## config.mk

```make
export PLATFORM = sky130hd
export DESIGN_NAME = mem_dp_slave
export DESIGN_NICKNAME = d
export VERILOG_FILES = /design/src/rtl/mem_dp_slave.sv
export SDC_FILE = /design/constraint.sdc
export NUM_CORES = 2
export LEC_CHECK = 0
export ABC_AREA = 1
export CORE_ASPECT_RATIO = 1.4
export CORE_MARGIN = 5
export CORE_UTILIZATION = 30
export CTS_CLUSTER_DIAMETER = 40
export CTS_CLUSTER_SIZE = 25
export DETAILED_ROUTE_END_ITERATION = 6
export MAX_ROUTING_LAYER = met4
export PLACE_DENSITY = 0.43
export RECOVER_POWER = 100
export SETUP_SLACK_MARGIN = 0.05
export SLEW_MARGIN = 10
export SYNTH_ARGS = -nofsm -noshare
export SYNTH_HDL_FRONTEND = slang
export SYNTH_SLANG_ARGS = --single-unit
```

## constraint.sdc

```tcl
create_clock -name clk -period 2.1 [get_ports clk]
set_clock_uncertainty 0.05 [all_clocks]
set_input_delay 0.315 -clock clk [delete_from_list [all_inputs] [get_ports clk]]
set_output_delay 0.315 -clock clk [all_outputs]
set_load 0.02 [all_outputs]
```

## src/rtl/mem_dp_slave.sv

```systemverilog
// Dual-port memory slave with per-port read pipeline, write-response
// holder, range/illegal-request errors and port-A-wins write collisions.
module mem_dp_slave #(
  parameter int ADDR_WIDTH = 8,
  parameter int DATA_WIDTH = 32,
  parameter int MEM_SIZE   = 16,
  parameter int RD_LATENCY = 2
) (
  input  logic                  clk,
  input  logic                  reset,
  input  logic                  wr_a,
  input  logic                  rd_a,
  input  logic [ADDR_WIDTH-1:0] addr_a,
  input  logic [DATA_WIDTH-1:0] wdata_a,
  output logic [DATA_WIDTH-1:0] rdata_a,
  output logic                  slv_rsp_a,
  output logic                  err_a,
  input  logic                  wr_b,
  input  logic                  rd_b,
  input  logic [ADDR_WIDTH-1:0] addr_b,
  input  logic [DATA_WIDTH-1:0] wdata_b,
  output logic [DATA_WIDTH-1:0] rdata_b,
  output logic                  slv_rsp_b,
  output logic                  err_b
);
  localparam int AW = ADDR_WIDTH;
  localparam int DW = DATA_WIDTH;
  localparam int L  = RD_LATENCY;

  logic [1:0]    wr;
  logic [1:0]    rd;
  logic [AW-1:0] addr [2];
  logic [DW-1:0] wdata [2];

  assign wr       = {wr_b, wr_a};
  assign rd       = {rd_b, rd_a};
  assign addr[0]  = addr_a;
  assign addr[1]  = addr_b;
  assign wdata[0] = wdata_a;
  assign wdata[1] = wdata_b;

  logic [DW-1:0] mem_q [MEM_SIZE];
  logic [DW-1:0] mem_d [MEM_SIZE];

  logic [1:0]    in_rng;
  logic [1:0]    wr_ok;
  logic [1:0]    rd_req;
  logic          coll;
  logic [1:0]    coll_err;
  logic [DW-1:0] rd_data [2];

  logic [L-1:0]  pv_q [2];
  logic [L-1:0]  pv_d [2];
  logic [L-1:0]  pe_q [2];
  logic [L-1:0]  pe_d [2];
  logic [DW-1:0] pd_q [2][L];
  logic [DW-1:0] pd_d [2][L];

  logic [1:0]    wv_q, wv_d;
  logic [1:0]    we_q, we_d;
  logic [1:0]    hv_q, hv_d;
  logic [1:0]    he_q, he_d;

  logic [1:0]    rsp;
  logic [1:0]    err;
  logic [DW-1:0] rdata [2];

  always_comb begin
    in_rng = '0;
    wr_ok  = '0;
    rd_req = '0;
    for (int p = 0; p < 2; p++) begin
      in_rng[p] = {1'b0, addr[p]} < (AW+1)'(MEM_SIZE);
      wr_ok[p]  = wr[p] & ~rd[p] & in_rng[p];
      rd_req[p] = rd[p] & ~wr[p];
    end
    coll     = wr_ok[0] & wr_ok[1] & (addr[0] == addr[1]);
    coll_err = {coll, 1'b0};
  end

  // Read-before-write: data comes from the pre-edge array contents
  always_comb begin
    for (int p = 0; p < 2; p++) begin
      rd_data[p] = '0;
      for (int i = 0; i < MEM_SIZE; i++) begin
        if (in_rng[p] && addr[p] == AW'(i)) rd_data[p] = mem_q[i];
      end
    end
  end

  always_comb begin
    mem_d = mem_q;
    for (int i = 0; i < MEM_SIZE; i++) begin
      if (wr_ok[1] && !coll && addr[1] == AW'(i)) mem_d[i] = wdata[1];
      if (wr_ok[0] && addr[0] == AW'(i)) mem_d[i] = wdata[0];
    end
  end

  always_comb begin
    for (int p = 0; p < 2; p++) begin
      pv_d[p] = '0;
      pe_d[p] = '0;
      for (int s = 0; s < L; s++) pd_d[p][s] = '0;
      pv_d[p][0] = rd_req[p];
      pe_d[p][0] = ~in_rng[p];
      pd_d[p][0] = rd_data[p];
      for (int s = 1; s < L; s++) begin
        pv_d[p][s] = pv_q[p][s-1];
        pe_d[p][s] = pe_q[p][s-1];
        pd_d[p][s] = pd_q[p][s-1];
      end
    end
  end

  // Write-class responses yield to a due read and park in the holder
  always_comb begin
    wv_d = '0;
    we_d = '0;
    hv_d = hv_q;
    he_d = he_q;
    rsp  = '0;
    err  = '0;
    for (int p = 0; p < 2; p++) begin
      rdata[p] = '0;
      wv_d[p]  = wr[p];
      we_d[p]  = (wr[p] & rd[p]) | ~in_rng[p] | coll_err[p];
      if (pv_q[p][L-1]) begin
        if (wv_q[p]) begin
          if (hv_q[p]) begin
            he_d[p] = 1'b1;
          end else begin
            hv_d[p] = 1'b1;
            he_d[p] = we_q[p];
          end
        end
        rsp[p]   = 1'b1;
        err[p]   = pe_q[p][L-1];
        rdata[p] = pd_q[p][L-1];
      end else if (hv_q[p]) begin
        hv_d[p] = wv_q[p];
        he_d[p] = wv_q[p] & we_q[p];
        rsp[p]  = 1'b1;
        err[p]  = he_q[p];
      end else begin
        hv_d[p] = 1'b0;
        he_d[p] = 1'b0;
        rsp[p]  = wv_q[p];
        err[p]  = wv_q[p] & we_q[p];
      end
    end
  end

  always_ff @(posedge clk) begin
    if (reset) begin
      for (int i = 0; i < MEM_SIZE; i++) mem_q[i] <= '0;
      for (int p = 0; p < 2; p++) begin
        pv_q[p] <= '0;
        pe_q[p] <= '0;
        for (int s = 0; s < L; s++) pd_q[p][s] <= '0;
      end
      wv_q <= '0;
      we_q <= '0;
      hv_q <= '0;
      he_q <= '0;
    end else begin
      mem_q <= mem_d;
      pv_q  <= pv_d;
      pe_q  <= pe_d;
      pd_q  <= pd_d;
      wv_q  <= wv_d;
      we_q  <= we_d;
      hv_q  <= hv_d;
      he_q  <= he_d;
    end
  end

  assign slv_rsp_a = rsp[0];
  assign err_a     = err[0];
  assign rdata_a   = rdata[0];
  assign slv_rsp_b = rsp[1];
  assign err_b     = err[1];
  assign rdata_b   = rdata[1];

endmodule

```

# Word level (Yosys, flattened, before mapping)
# Cells that the tools add are included.
[op_classes] magnitude_cmp=2 n_eq_ne=33 mux=88 n_bitwise=21 reduce_logical=84
[ops] operator="$mux W32" n=66
[ops] operator="$eq A8 B4 Y1 const B" n=16
[ops] operator="$logic_and A1 B1 Y1" n=65
[ops] operator="$eq A8 B3 Y1 const B" n=8
[ops] operator="$eq A8 B2 Y1 const B" n=4
[ops] operator="$reduce_bool A2 Y1" n=16
[ops] operator="$mux W1" n=22
[ops] operator="$eq A8 B1 Y1 const B" n=2
[ops] operator="$logic_not A8 Y1" n=2
[ops] operator="$lt A8 B5 Y1 const B" n=2
[ops] operator="$and A1 B1 Y1" n=12
[ops] operator="$eq A8 B8 Y1" n=1
[ops] operator="$not A1 Y1" n=6
[ops] operator="$ne A2 B1 Y1 const B" n=2
[ops] operator="$or A1 B1 Y1" n=3
[ops] operator="$logic_not A1 Y1" n=1
[totals] ff_bits=656

# Logic depth before layout (Yosys ltp)
[logic_depth] ltp_word=18 depth_mapped=17 mapped_depth_nobuf=15

# Least setup slack after synthesis
# No wires, ideal clock.
[synth_path] path_type="input -> register" start="input addr_a[2]" end="register mem_q[428] (netlist bit)" setup_time_ns=0.070 t_arrival_ns=1.937 t_required_ns=1.980 setup_slack_ns=0.043 stages=12 n_path_buf=3 cell_sequence="clkbuf_1 -> inv_1 -> nand2_1 -> nor2_2 -> nand2_1 -> nor2_4 -> inv_2 -> buf_2 -> buf_2 -> o21ai_0 -> nand2_1 -> a21oi_1"
[synth_via] elab_chain_cells=8
[synth_rtl] item="from (decl)" line="13" text="input logic [ADDR_WIDTH-1:0] addr_a,"
[synth_rtl] item="$lt A8 B5 Y1" line="73" text="in_rng[p] = {1'b0, addr[p]} < (AW+1)'(MEM_SIZE);"
[synth_rtl] item="$and A1 B1 Y1" line="74" text="wr_ok[p] = wr[p] & ~rd[p] & in_rng[p];"
[synth_rtl] item="$and A1 B1 Y1 (2 in series)" line="77" text="coll = wr_ok[0] & wr_ok[1] & (addr[0] == addr[1]);"
[synth_rtl] item="$logic_not A1 Y1" line="94" text="if (wr_ok[1] && !coll && addr[1] == AW'(i)) mem_d[i] = wdata[1];"
[synth_rtl] item="$logic_and A1 B1 Y1 (2 in series)" line="94"
[synth_rtl] item="$reduce_bool A2 Y1 (no line)"
[synth_rtl] item="to (signal assigned)" line="166" text="mem_q <= mem_d;"
[synth_rtl] item="to (decl)" line="42" text="logic [DW-1:0] mem_q [MEM_SIZE];"
# Parallel ways exist; a longest one is shown, timed or not.
# A chain may end at the register's enable or synchronous reset.

# Worst setup path after layout
[layout_path] start="input addr_a[7]" end="register mem_q[408] (netlist bit)"
# The elaborated chain is that of the path after synthesis.

==> impl_metrics.yaml <==
run_status:
  status: "finished clean"
synth:
  synth_area_leaders: "dfxtp_1, nand2_1, o21ai_0"
  synth_cell_type_count: 35
  synth_nets: 6253
  ys_warn_count: 0
  synth_area_sq_um: 36600
  syn_area_per_cell_sq_um: 5.94
  synth_top_area_share_pct: 35.9
  postSynthCellCount: 6167
  ys_seq_area_share_pct: 35.9
  synth_top_cell_by_area: "dfxtp_1"
  ys_ff_latch: 656
place:
  placed_cells: 7873
  numPortBuffers: 153
  routabilityCongestion: 0.900
  postPlaceCellArea_sq_um: 43300
  hpwl_um: 121000
clock_tree:
  htree_levels: 3
  clock_latency_ps: 730
  clk_pin_slew_worst_paths_ps: 60
  cts_tree: "done"
  clock_path_buffers: 3
  cts_buffers: 118
  cts-root-buf: "clkbuf_16"
  cts_sinks: 656
worst_setup_path:
  path_class: "in -> reg"
  rr_worst_depth: 10
  r2r-end: "pd_d[71]"
  r2r-start: "mem_q[423]"
  endpoint_kind: "flip-flop"
  ff2ff_setup_slack_ps: 250
  cp.arrival_ps: 2600
  worst_ep_required_time_ps: 2650
  critPathLaunchType: "primary input"
  path_max_fanout: 8
global_routing:
  globalRouteOverflowTotal: 0
  grt_max_degree: 110
  grt_util_all_layers_pct: 26.5
  grt_pass1_wl_um: 256000
  antenna_found_initial: 2
  grt_pass1_vias: 37700
floorplanning:
  rows: 151
  start_util_pct: 30.2
  die_h_um: 423
  io_pins: 154
  die_area_sq_um: 129000
  die_w_um: 305
  design.core.area_sq_um: 121000
hold_path:
  holdPathEnd: "pe_d[3]"
  hold_class: "in -> reg"
  hold_start: "addr_a[5]"
  holdPathStages: 6
sta:
  slew_headroom_pct: 15.2
  setup_viol: 0
  rsz0062_at_grt: "yes"
  finalHoldViolations: 0
  tightest_slew_ps: 1270
  final_max_slew_viol_count: 0
  fin_crit_sh_pct: 97.4
  period_needed_ps: 2050
  timing.fmax_ghz: 0.489
  whs_ps: 249
final_layout:
  areaGrowthSynthToFinish_pct: 32.1
  post_route_cells_drive_above_1_share_pct: 14.7
  fin_util_pct: 39.9
  final_cells: 8154
  final_nets: 6528
  fin_area_sq_um: 48300
power_and_ir_drop:
  p_total_uw: 35100
  p_clk_share_pct: 58.4
  leakage_uw: 0.0204
  p_sw_uw: 9220
  pwr-share-seq_pct: 35.6
  power_frac_comb_pct: 6.0
  powerDensity_nw_per_um2: 726
  p_sw_share_pct: 26.3
  p_int_uw: 25900
  irDropWorstVdd_v: 0.000741
detailed_routing:
  drc: 0
  drt_iter0_drc: 3470
  viasPerCell: 4.99
  num_vias: 40700
  routed_wl_um: 175000
  ant_nets: 0
  wl_per_cell_um: 21.4
  dr.pass1.iters: 6
flow_run:
  maxCapViolCount: 0
placed cells by master, fill, tap and decap left out, types with 27 or more instances in the layout:
master,n
buf_6,45
buf_4,290
clkdlybuf4s50_1,68
buf_12,133
o21ai_1,52
nand2_2,39
inv_1,483
dfxtp_1,651
nor2_1,801
nand3_1,335
nand2_1,1848
clkbuf_2,34
or2_2,32
a21oi_1,418
nor2_2,47
clkbuf_16,125
o21ai_0,683
nand4_1,177
inv_6,27
worst max path at each step:
stage,start,end,slack (ps),cells past startpoint
floorplan,addr_a[5],mem_q[242],50,14
finish,addr_a[7],mem_q[408],50,16
detailed placement,addr_a[5],mem_q[496],-1030,14
global route,we_q[1],err_b,20,5
global placement,addr_a[5],mem_q[500],-1000,14
CTS,pv_q[3],err_a,2,5
cells in the mapped netlist:
cell type	instances
inv_2	19
nand2_1	1892
buf_4	1
nand3_1	342
dfxtp_1	656
inv_1	488
o211ai_1	3
nor2_4	3
nand4_2	1
or2_0	11
o21ai_2	1
xor2_1	6
nand2_4	1
buf_1	51
nand2_2	6
nand3_2	1
a22oi_1	9
or2_2	32
nor4_1	1
nor2_2	8
o41ai_1	1
nor3_1	8
a21oi_1	419
nor2_1	845
o2111ai_1	6
o21ai_1	30
a211oi_1	1
clkinv_1	3
nor3_4	1
nand4_1	177
clkbuf_1	344
buf_6	1
o21ai_0	716
nor3_2	2
buf_2	81
through the flow:
step                      TNS, ps  setup WS (ps)
after floorplan                 0           52.1
after global placement    -510580          -1000
after detailed placement  -525710          -1030
after CTS                       0           2.16
after global routing            0           15.0
final                           0           54.5
flip-flops by register name, indices dropped and copies added (netlist names):
name   count
pe_q       2
mem_q    512
pd_q      64
wv_q       2
pv_q       2
pv_d       2
we_q       2
he_q       2
hv_q       2
pe_d       2
pd_d      64
power groups by stage:
stage          clock network [uW]  registers [uW]  logic [uW]
2_1_floorplan                   0           12700         906
3_3_place_gp                    0           12800        2020
3_5_place_dp                    0           12800        2020
4_1_cts                     20800           12500        2080
6_report                    20500           12500        2110
5_1_grt                     21400           12500        2270
per-layer routing:
metal	track usage, %	part of all wire [%]	routed length (um)	vias to the layer above
met2	43.5	47	82100	1328
met1	33.7	43	75800	18800
li1	-	-	-	20200
met3	2.60	5.2	9140	330
met4	10.3	4.4	7690	0
met5	-	0	0	-
critical path, cell delays in order:
cell and delay [ps]:
dlygate4sd2_1 260, nor2_2 120, buf_6 120, nand2_2 70
buf_4 140, buf_6 130, nor3_4 110, buf_6 160
nand4_4 130, buf_6 160, nand4_1 200, nand2_4 140
buf_6 150, buf_6 160, o21ai_0 150, nor2_1 50
cell type report:
type	instances	area, sq um
Antenna cell	3	7.51
Clock buffer	132	3150
Clock inverter	91	1070
Fill cell	12900	72800
Inverter	510	1940
Multi-Input combinational cell	4523	20100
Sequential cell	656	13100
Tap cell	1606	2010
Timing Repair Buffer	633	6940
logic make-up (layout without fill, tap and decap cells):
| logic type | count (synthesis) | in the layout | share of synthesized area [%] |
|---|---|---|---|
| xor gates and xnor gates | 6 | 6 | 0.144 |
| AOI/OAI and AO/OA | 1186 | 1186 | 16.4 |
| other | 0 | 3 | 0 |
| DFF | 656 | 656 | 35.9 |
| and+or+nand+nor | 3331 | 3331 | 37.2 |
| buffers and inverters | 988 | 1366 | 10.4 |
what timing repair did:
action / CTS / global route
setup endpoints to repair: 644 / 498
cloned: 17 / 5
endpoints found under the hold margin: 17 / 0
hold buffers: 1 / 0
pin swaps: 30 / 67
gates resized for setup: 436 / 170
buffers inserted: 22 / 15
(Power assumes the default switching activity.)
